--- src/rtl/pipeline_ctrl.sv ---
// Hazard/sequencing controller for a fetch-decode-ALU-writeback pipeline: RAW scoreboard, dcache freeze, jump squash.
// Combinational stall/issue outputs; busy bits and dcache_req are registered; stalls hold decode until hazards clear.
module pipeline_ctrl #(
    parameter int REGSZ       = 5,
    parameter int NREGS       = 32,
    parameter int CNTW        = 2,
    parameter int MEM_TIMEOUT = 1023
) (
    input  logic             clk,
    input  logic             rst,
    input  logic             fetch_valid,
    input  logic [REGSZ-1:0] dec_rs1,
    input  logic [REGSZ-1:0] dec_rs2,
    input  logic             dec_rs1_used,
    input  logic             dec_rs2_used,
    input  logic [REGSZ-1:0] dec_rd,
    input  logic             dec_wr,
    input  logic             dec_mem,
    input  logic             alu_jmp,
    input  logic             dcache_done,
    input  logic             wb_valid,
    input  logic [REGSZ-1:0] wb_rd,
    output logic             stall_fetch,
    output logic             stall_dec,
    output logic             issue,
    output logic             bubble_alu,
    output logic             flush_dec,
    output logic             pc_redirect,
    output logic             dcache_req,
    output logic             mem_err,
    output logic [NREGS-1:0] busy_mask
);

    localparam int TW = $clog2(MEM_TIMEOUT + 1);
    localparam logic [CNTW-1:0] CNT_MAX  = '1;
    localparam logic [TW-1:0]   TMO_LAST = TW'(MEM_TIMEOUT - 1);

    typedef enum logic [1:0] {
        RUN      = 2'd0,
        MEM_WAIT = 2'd1,
        FLUSH    = 2'd2
    } state_t;

    state_t            state;
    state_t            state_nxt;
    logic              dec_valid;
    logic [TW-1:0]     tmo_cnt;
    logic [CNTW-1:0]   cnt [NREGS];
    logic [NREGS-1:0]  inc_v;
    logic [NREGS-1:0]  dec_v;
    logic              raw_hz;
    logic              sat_hz;
    logic              hazard;
    logic              bubble_int;

    // Hazards look at the registered counts only, so a same-cycle writeback does not bypass.
    always_comb begin
        raw_hz = dec_valid &
                 ((dec_rs1_used & (dec_rs1 != '0) & (cnt[dec_rs1] != '0)) |
                  (dec_rs2_used & (dec_rs2 != '0) & (cnt[dec_rs2] != '0)));
        sat_hz = dec_valid & dec_wr & (dec_rd != '0) & (cnt[dec_rd] == CNT_MAX);
        hazard = raw_hz | sat_hz;
    end

    always_comb begin
        state_nxt   = state;
        issue       = 1'b0;
        bubble_int  = 1'b0;
        stall_dec   = 1'b0;
        flush_dec   = 1'b0;
        pc_redirect = 1'b0;
        mem_err     = 1'b0;
        case (state)
            RUN: begin
                issue       = dec_valid & ~hazard & ~alu_jmp;
                bubble_int  = ~issue;
                flush_dec   = alu_jmp;
                pc_redirect = alu_jmp;
                stall_dec   = dec_valid & ~issue & ~alu_jmp;
                if (alu_jmp) begin
                    state_nxt = FLUSH;
                end else if (issue && dec_mem) begin
                    state_nxt = MEM_WAIT;
                end
            end
            MEM_WAIT: begin
                stall_dec = 1'b1;
                if (dcache_done) begin
                    state_nxt = RUN;
                end else if (tmo_cnt == TMO_LAST) begin
                    mem_err   = 1'b1;
                    state_nxt = RUN;
                end
            end
            FLUSH: begin
                // The squashed fetch never reaches decode, so the ALU gets a NOP.
                flush_dec  = 1'b1;
                bubble_int = 1'b1;
                state_nxt  = RUN;
            end
            default: begin
                state_nxt = RUN;
            end
        endcase
        stall_fetch = stall_dec;
        bubble_alu  = rst & bubble_int;
    end

    always_ff @(posedge clk or negedge rst) begin
        if (!rst) begin
            state      <= RUN;
            dec_valid  <= 1'b0;
            dcache_req <= 1'b0;
            tmo_cnt    <= '0;
        end else begin
            state      <= state_nxt;
            dcache_req <= issue & dec_mem;
            if (flush_dec) begin
                dec_valid <= 1'b0;
            end else if (!stall_dec) begin
                dec_valid <= fetch_valid;
            end
            if (state == MEM_WAIT && state_nxt == MEM_WAIT) begin
                tmo_cnt <= tmo_cnt + 1'b1;
            end else begin
                tmo_cnt <= '0;
            end
        end
    end

    // A writeback to an idle register is dropped so counters never wrap below zero.
    always_comb begin
        inc_v = '0;
        dec_v = '0;
        for (int i = 1; i < NREGS; i++) begin
            inc_v[i] = issue & dec_wr & (dec_rd == REGSZ'(i));
            dec_v[i] = wb_valid & (wb_rd == REGSZ'(i)) & (cnt[i] != '0);
        end
    end

    always_ff @(posedge clk or negedge rst) begin
        if (!rst) begin
            for (int i = 0; i < NREGS; i++) begin
                cnt[i] <= '0;
            end
        end else begin
            for (int i = 1; i < NREGS; i++) begin
                if (inc_v[i] && !dec_v[i]) begin
                    cnt[i] <= cnt[i] + 1'b1;
                end else if (dec_v[i] && !inc_v[i]) begin
                    cnt[i] <= cnt[i] - 1'b1;
                end
            end
        end
    end

    always_comb begin
        busy_mask = '0;
        for (int i = 0; i < NREGS; i++) begin
            busy_mask[i] = (cnt[i] != '0);
        end
    end

endmodule

--- config.mk ---
export PLATFORM = sky130hd
export DESIGN_NAME = pipeline_ctrl
export DESIGN_NICKNAME = d
export VERILOG_FILES = /design/src/rtl/pipeline_ctrl.sv
export SDC_FILE = /design/constraint.sdc
export NUM_CORES = 1
export LEC_CHECK = 0
export BUFFER_PORTS_ARGS = -buffer_cell sky130_fd_sc_hd__buf_2
export CAP_MARGIN = 20
export CORE_MARGIN = 5
export CORE_UTILIZATION = 40
export CTS_CLUSTER_SIZE = 25
export DETAILED_ROUTE_END_ITERATION = 16
export SLEW_MARGIN = 40
export SYNTH_ARGS = -nofsm -noshare
export SYNTH_HDL_FRONTEND = slang
export SYNTH_SLANG_ARGS = --single-unit
--- constraint.sdc ---
create_clock -name clk -period 3.05 [get_ports clk]
set_input_delay 0.4575 -clock clk [delete_from_list [all_inputs] [get_ports clk]]
set_output_delay 0.4575 -clock clk [all_outputs]
set_load 0.05 [all_outputs]
* Word-level counts from Yosys, hierarchy flattened
Index checks and enable logic that the tools add are counted.
** Word-level totals
- Register bits :: 76
- Bits of input ports :: 30
- Output and inout bits :: 40
- Logic and storage cells :: 567
** Cells by class
- Add/subtract/negate cells :: 63
- Magnitude comparators :: 3
- Equality and inequality tests :: 68
- Muxes and demuxes :: 87
- Bitwise gates (word level) :: 116
- Reduce and logical (&&, ||, !) cells :: 195
** Operator list (number)
- $eq 5x5->1 const B :: 32
- $mux 2 :: 72
- $reduce_bool 2->1 :: 65
- $and 1x1->1 :: 108
- $eq 5x4->1 const B :: 16
- $logic_and 1x1->1 :: 64
- $add 2x1->2 const B :: 31
- $logic_not 1->1 :: 62
- $sub 2x1->2 const B :: 31
- $eq 5x3->1 const B :: 8
- $bmux 2 s5 :: 3
- $eq 5x2->1 const B :: 4
- $ge 6x6->1 const B :: 3
- $not 5->6 :: 3
- $reduce_bool 5->1 :: 3
- $add 10x1->10 const B :: 1
- $eq 10x10->1 const B :: 1
- $eq 5x1->1 const B :: 2
- $mux 10 :: 1
- $mux 1 :: 7
- $pmux 1 s2 :: 3
- $eq 2x1->1 const B :: 2
- $eq 2x2->1 const B :: 2
- $pmux 2 s2 :: 1
- other kinds (4) :: 7

* Depth between registers and ports, before layout
Gate-level depths: netlist of run 1.
- Word-level depth :: 19
- Gate-level depth with buffers :: 14
- Gate-level depth less buffers :: 12

* Least setup slack after synthesis of run 1
OpenSTA, ideal clock, no wires.
- Path type :: input to output
- Start :: input port dec_rs2[1]
- End :: output port stall_fetch
- Data arrival time :: 3548 ps
- Data required time :: 2592 ps
- Setup slack :: -956 ps
- Stages :: 7
- Path buffers :: 1
- Path through :: clkinv_1 > mux4_2 > a211o_1 > a311o_1 > and2_1 > o21ai_0 > buf_4
** On the way
- Cells in the longest elaborated chain, start to end :: 16
- Elaborated cells on any way between the ends :: 18
** Ends and longest elaborated chain
- start: declaration :: line 13 : input logic [REGSZ-1:0] dec_rs2,
- $not 5->6 (implied by the code) :: line 60 : (dec_rs2_used & (dec_rs2 != '0) & (cnt[dec_rs2] != '0)));
- $bmux 2 s5 :: line 60
- $mux 2 (implied by the code) (2 in series) :: line 60
- $reduce_bool 2->1 :: line 60
- $and 1x1->1 (*) :: line 60
- $or 1x1->1 (*) :: line 59 : ((dec_rs1_used & (dec_rs1 != '0) & (cnt[dec_rs1] != '0)) |
- $and 1x1->1 (*) :: line 58 : raw_hz = dec_valid &
- $or 1x1->1 (*) :: line 62 : hazard = raw_hz | sat_hz;
- $not 1->1 (*) :: line 75 : issue = dec_valid & ~hazard & ~alu_jmp;
- $and 1x1->1 (*) (2 in series) :: line 75
- $not 1->1 (*) :: line 79 : stall_dec = dec_valid & ~issue & ~alu_jmp;
- $and 1x1->1 (*) (2 in series) :: line 79
- $pmux 1 s2 (*) :: line 73 : case (state)
- end: declaration :: line 23 : output logic stall_fetch,
Every way passes the cells marked *; elsewhere a longest branch is shown, timed or not. The select of a mux whose other input is x is not followed.

* Final worst setup path of run 1
- Start :: register cnt[46] (netlist bit)
- End :: output port issue
** On the way
- Cells in the longest elaborated chain, start to end :: 12
- Elaborated cells on any way between the ends :: 22
** Ends and longest elaborated chain
- start: declaration :: line 48 : logic [CNTW-1:0] cnt [NREGS];
- start signal: indexed assignment :: line 149 : cnt[i] <= cnt[i] + 1'b1;
- start signal: indexed assignment :: line 151 : cnt[i] <= cnt[i] - 1'b1;
- $bmux 2 s5, on equally long branches :: line 59, 60
- $mux 2, on equally long branches (2 in series) :: line 59, 60
- $reduce_bool 2->1, on equally long branches :: line 59, 60
- $and 1x1->1, on equally long branches :: line 59, 60
- $or 1x1->1 :: line 59
- $and 1x1->1 :: line 58
- $or 1x1->1 (*) :: line 62
- $not 1->1 (*) :: line 75
- $and 1x1->1 (*) (2 in series) :: line 75
- $mux 1 (*) :: line 73
- end: declaration :: line 25 : output logic issue,
Marks and branches as above.

==> results of run 1 <==
## flip-flops by register name (all words and copies together), names as in the netlist
signal,flops
dec_valid,1
cnt,62
state,2
tmo_cnt,10
dcache_req,1
## critical path, stage by stage (launching register included)
cell	delay [ns]
dfrtp_1	0.41
mux4_2	0.50
nor2b_1	0.14
nor3_1	0.06
o32a_1	0.33
a2111oi_4	0.28
buf_4	0.20
nand4b_4	0.14
buf_6	0.18
clkinvlp_4	0.06
buf_8	0.13
## stage by stage
step                hold slack, ns   util  power (mW)  cells
floorplan                    0.162      -        2.41    565
global placement             0.480  0.505        3.06    887
detailed placement           0.489  0.505        3.09    887
CTS                          0.238  0.534        4.22    907
global route                 0.262  0.600        4.46    912
finish                       0.227  0.600        4.30    912
## worst max path at each step
stage	startpoint	end	slack, ns	depth (start not counted)
after floorplan	dec_rs2[1]	bubble_alu	-0.23	6
final	cnt[46]	issue	-0.21	10
after global routing	cnt[46]	cnt[61]	-0.31	14
after CTS	cnt[30]	issue	-0.20	10
after global placement	dec_rs1[0]	cnt[31]	-0.34	15
after detailed placement	dec_rd[0]	cnt[29]	-0.44	12
## final cells by class
class                           count  area (µm²)
Inverter                           22        86.3
Fill cell                        1081        5270
Sequential cell                    76        1900
Clock inverter                      6        63.8
Tap cell                          176         220
Multi-Input combinational cell    447        4190
Timing Repair Buffer              175        1220
Clock buffer                       10         239
## placed cells by master, fill, tap and decap left out, types with 8 or more instances in the layout
cell and count:
nor3_1 12, buf_2 62, xor2_2 17, mux4_2 16, nand3_1 45, buf_4 97, xor2_1 50, nor2_2 23
xnor2_1 33, ha_4 26, or2_2 11, buf_6 13, nor2_4 25, inv_1 20, clkbuf_16 9, dfrtp_1 76
or2_4 8, nor2_1 46, nand2_1 22, a21oi_1 8
## kinds of logic after synthesis
group                      after synthesis
muxes                                   20
other                                    1
xor gates and xnor gates               101
and+or+nand+nor                        244
buffers and inverters                   42
AOI/OAI and AO/OA                       48
DFF                                     76
adders and majority gates               33
## metal layers
layer	GRT usage	wire (µm)	part of all wire
met5	0	0	0
met3	0.0432	936	0.052
met4	0.100	467	0.026
met1	0.291	7800	0.43
met2	0.354	8930	0.49
## power breakdown
part	total (mW)	internal [mW]	switching [mW]
sequential	1.29	1.15	0.135
combinational	1.91	0.721	1.19
clock	1.10	0.654	0.447
## repair_timing
item,in CTS,in global routing
pin swaps,6,76
endpoints found under the setup margin,35,55
hold buffers,0,0
hold endpoints to repair,0,0
gates resized for setup,16,172
buffers inserted,4,6
==> results by group, run 1 <==
Yosys
  • Asr flop ratio synth: 1.00
  • #FFs+latches synth: 76
  • Synth top area share: 0.355
  • Largest family of logic cells by synthesized area: simple AND/OR/NAND/NOR gates
  • Number of synthesized flops with an enable pin: 0
  • Synth Area in Compound Gates: 0.0677
  • Post-synthesis sequential area ratio: 0.355
  • Synth Instances: 565
  • Post-Synth Simple-Gate Area: 0.227
  • Post-synth top area cell: dfrtp_1
  • Syn Std Cell Area: 5360 µm²
  • Synth Net Count: 628
  • Yosys warnings: 2
  • Adder-Cell Fraction of Synth Area: 0.0770
  • Top cells by area, synth: dfrtp_1 (35%), xor2_1 (11%), ha_1 (7.7%)
  • Synth top cells by count: nor2_1 (94), dfrtp_1 (76), xor2_1 (67)
  • Mux share of post-synthesis cell area: 0.0752
  • Netlist cell types: 51
  • Post-synthesis xor/xnor area fraction: 0.165
  • Mean post-synth cell area: 9.48 µm²
  • Count leader, synth: nor2_1
  • Main synth FF type: dfrtp_1

Timing
  • F_max: 307 MHz
  • Tightest Pin Transition: 0.733 ns
  • Slew HR: 0.510
  • Max-slew violation count: 0
  • RSZ-0062 raised after global routing: yes
  • Setup TNS: -3.45 ns
  • Final Cycle Share: 1.07
  • Crit path time final: 3.26 ns
  • Worst setup margin: -0.212 ns
  • Final hold vios: 0
  • Final setup violation count: 40
  • Clk_skew: 0.00989 ns

Place
  • Gpl congestion: 0.943
  • IO buf count: 68
  • Pre-CTS setup slack: -0.436 ns
  • Cell Area, Placed: 6660 µm²
  • Detailed Place HPWL: 13500 µm

Clocking
  • Clock latency on the worst-skew pair: 0.36 ns
  • CTS root buf: clkbuf_16
  • Clock transition at the registers of the reported paths: 0.06 ns
  • CTS Buf Count: 9
  • Clk sinks: 76
  • # H-tree levels: 3
  • Max clock buf depth: 2
  • CTS tree: built

Floorplan
  • I/O Pins: 70
  • Die H: 126 µm
  • DIE AREA: 15800 µm²
  • Die W: 126 µm
  • Core Rows: 42
  • Starting Density: 0.406
  • Core footprint: 13200 µm²

Global route
  • Vias in the first global route: 5130
  • Largest net degree at the start of global routing: 42
  • Wire length of the first global-routing pass: 27400 µm
  • Initial antenna violation count: 0
  • GRT Residual Overflow: 0
  • Total Routing Usage GR: 0.221

Cells and area
  • Share of layout cells above drive strength 1: 0.470
  • Final instance area: 7920 µm²
  • P&R area growth vs syn: 47.8%
  • Final layout net count: 794
  • Antenna Cells: 0

Detailed routing
  • Via count: 4954
  • Routed wire length: 18100 µm
  • Drt wl/cell: 19.9 µm
  • Antenna Nets Post-Route: 0
  • Vias per cell: 5.43
  • Post-route DRC: 0
  • Drt first-iter violations: 340
  • DRT Pass-1 Iters: 5

Power
  • Pwr Density: 543 nW/µm²
  • Worst vdd ir: 297 µV
  • Leakage power: 3.75 nW

Setup path
  • Data arrival, critical path: 2.80 ns
  • FF-to-FF End: cnt[61]
  • CP Capture Type: output pin
  • Reg2reg setup slack: -0.20 ns
  • Crit path max fanout: 5
  • Required time of the critical path: 2.59 ns
  • Worst Reg-to-Reg Cells: 14
  • Worst r2r src: cnt[46]
  • Setup Crit Path Kind: reg2out
  • Worst Setup Start Kind: flop

Outcome
  • Status: complete, but fails checks
  • Violated checks: negative setup slack

Run
  • Max Cap Violations: 0

Min path
  • HP Class: in2async
Power figures use the tool's default switching activity.
==> run 2: changes to the inputs <==
CORE_ASPECT_RATIO = 0.5   (was default)
==> run 2 against run 1 <==
Compared with the run above: largest cell class unchanged; critical path depth stayed put; sequential share of layout area barely moved; the run still ends with negative setup slack left; critical endpoint unchanged; fmax fell by 0.96%; count of clock-buffer cells in the layout decreased by 1; worst hold slack worse by 0.13 ns; cell count shrank 0.77%; worst setup slack worse by 0.032 ns; largest power group unchanged; wire length decreased by 0.51%; register-to-register slack got worse by 0.03 ns; critical path type unchanged.
==> results by group, run 2 (synthesis gave the netlist of run 1 again) <==
Outcome
  • Status: complete, but fails checks (unchanged)
  • Violated checks: negative setup slack (unchanged)

Clocking
  • Clk sinks: 76 (unchanged)
  • # H-tree levels: 3 (unchanged)
  • Clock transition at the registers of the reported paths: 0.07 ns (was 0.06 ns)
  • Max clock buf depth: 2 (unchanged)
  • CTS root buf: clkbuf_16 (unchanged)
  • CTS tree: built (unchanged)
  • Clock latency on the worst-skew pair: 0.35 ns (was 0.36 ns)
  • Post-CTS Hold Fix Bufs: 0 (unchanged)
  • CTS Buf Count: 9 (unchanged)

Detailed routing
  • Vias per cell: 5.51 (was 5.43)
  • Via count: 4991 (was 4954)
  • Antenna Nets Post-Route: 0 (unchanged)
  • Drt wl/cell: 19.9 µm (about the same)
  • DRT Pass-1 Iters: 5 (unchanged)
  • Routed wire length: 18000 µm (was 18100 µm)
  • Drt first-iter violations: 351 (was 340)
  • Post-route DRC: 0 (unchanged)

Floorplan
  • Core footprint: 12900 µm² (was 13200 µm²)
  • Die W: 174 µm (was 126 µm)
  • Core Rows: 29 (was 42)
  • DIE AREA: 16000 µm² (was 15800 µm²)
  • Starting Density: 0.416 (was 0.406)
  • Die H: 91.8 µm (was 126 µm)
  • I/O Pins: 70 (unchanged)

Cells and area
  • Final std cells w/o fill: 905 (was 912)
  • P&R area growth vs syn: 48.1% (was 47.8%)
  • Top flop regs: cnt: 62 flops, tmo_cnt: 10 flops, state: 2 flops (unchanged)
  • Most flop-heavy register: cnt (unchanged)
  • Most common cell after layout, fill and taps aside: buf_4 (unchanged)
  • Final layout net count: 793 (was 794)
  • Most frequent cells in the layout: buf_4 (95), dfrtp_1 (76), buf_2 (62) (was buf_4 (97), dfrtp_1 (76), buf_2 (62))
  • Max reg flops: 62 (unchanged)
  • Share of layout cells above drive strength 1: 0.465 (was 0.470)
  • Antenna Cells: 0 (unchanged)
  • Filler instances: 983 (was 1081)

Power
  • Leakage power: 3.81 nW (was 3.75 nW)
  • Pwr Density: 542 nW/µm² (was 543 nW/µm²)
  • Worst vdd ir: 285 µV (was 297 µV)
  • Pwr Total: 4.30 mW (about the same)

Global route
  • Vias in the first global route: 4949 (was 5130)
  • Largest net degree at the start of global routing: 43 (was 42)
  • Total Routing Usage GR: 0.215 (was 0.221)
  • GRT Residual Overflow: 0 (unchanged)
  • Initial antenna violation count: 0 (unchanged)
  • Wire length of the first global-routing pass: 26800 µm (was 27400 µm)

Timing
  • Fin Hold WS: 0.0983 ns (was 0.227 ns)
  • Clk_skew: 0.00969 ns (was 0.00989 ns)
  • Slew HR: 0.480 (was 0.510)
  • Crit path time final: 3.29 ns (was 3.26 ns)
  • Tightest Pin Transition: 0.778 ns (was 0.733 ns)
  • Max-slew violation count: 0 (unchanged)
  • F_max: 304 MHz (was 307 MHz)
  • Setup TNS: -5.44 ns (was -3.45 ns)
  • Final setup violation count: 47 (was 40)
  • Worst setup margin: -0.244 ns (was -0.212 ns)
  • Final Cycle Share: 1.08 (was 1.07)
  • Final hold vios: 0 (unchanged)
  • RSZ-0062 raised after global routing: yes (unchanged)

Place
  • IO buf count: 68 (unchanged)
  • Detailed Place HPWL: 13400 µm (was 13500 µm)
  • Placed Cells: 882 (was 887)
  • Gpl congestion: 0.983 (was 0.943)
  • Pre-CTS setup slack: -0.364 ns (was -0.436 ns)

Setup path
  • Setup Crit Path Kind: reg2out (unchanged)
  • Worst Setup Start Kind: flop (unchanged)
  • Worst r2r src: cnt[24] (was cnt[46])
  • Reg2reg setup slack: -0.23 ns (was -0.20 ns)
  • Worst Reg-to-Reg Cells: 14 (unchanged)
  • FF-to-FF End: cnt[35] (was cnt[61])
  • CP Capture Type: output pin (unchanged)
  • Data arrival, critical path: 2.84 ns (was 2.80 ns)
  • Crit path max fanout: 5 (unchanged)
  • Required time of the critical path: 2.59 ns (about the same)

Min path
  • HP Class: in2async (unchanged)

Run
  • Max Cap Violations: 0 (unchanged)
## run 2: power by group
part           internal [mW]  total (mW)  switching (mW)
Combinational          0.750        1.94            1.19
Clock                  0.572        1.07           0.496
Sequential              1.15        1.29           0.142
Total                   2.47        4.30            1.83
## run 2: cell type report
cell class | instances | area, µm² | share of cell area
sequential | 76 | 1900 | 0.240
multi-input combinational | 447 | 4200 | 0.529
inverter | 22 | 86.3 | 0.0109
tap | 170 | 213 | 0.0268
clock inverter | 7 | 63.8 | 0.00804
clock buffer | 9 | 225 | 0.0284
timing repair buffer | 174 | 1240 | 0.157
## run 2: metal layers
layer	track usage	up-vias	wire length, µm
met4	0.0546	0	308
met5	0	-	0
li1	-	2286	-
met1	0.310	2487	8510
met2	0.323	184	8020
met3	0.0559	34	1200
## run 2: how the worst max path moves through the flow
stage          startpoint          to  slack, ns  cells after the start
3_3_place_gp    dec_rd[0]     cnt[57]      -0.29                     13
4_1_cts           cnt[26]       issue      -0.21                     10
5_1_grt           cnt[34]     cnt[53]      -0.35                     12
3_5_place_dp    dec_rd[0]     cnt[61]      -0.36                     13
6_report          cnt[24]       issue      -0.24                     10
2_1_floorplan  dec_rs2[1]  bubble_alu      -0.23                      6
## run 2: timing repair
item	4_1_cts	5_1_grt
pin swaps	4	64
gates resized for setup	14	172
buffers inserted	2	5
setup endpoints to repair	39	63
cloned	0	0
## run 2: stage by stage
stage,area [µm²],utilization
2_1_floorplan,5450,-
3_3_place_gp,6670,0.518
3_5_place_dp,6670,0.518
4_1_cts,7010,0.544
5_1_grt,7940,0.616
6_report,7940,0.616
## run 2: critical path: stages (launching register included)
cell	delay, ns
dfrtp_1	0.38
or2_4	0.25
buf_4	0.14
mux4_2	0.49
o41a_1	0.34
o41ai_2	0.06
a311o_2	0.28
nand4b_4	0.15
buf_12	0.19
clkinvlp_4	0.06
buf_8	0.14
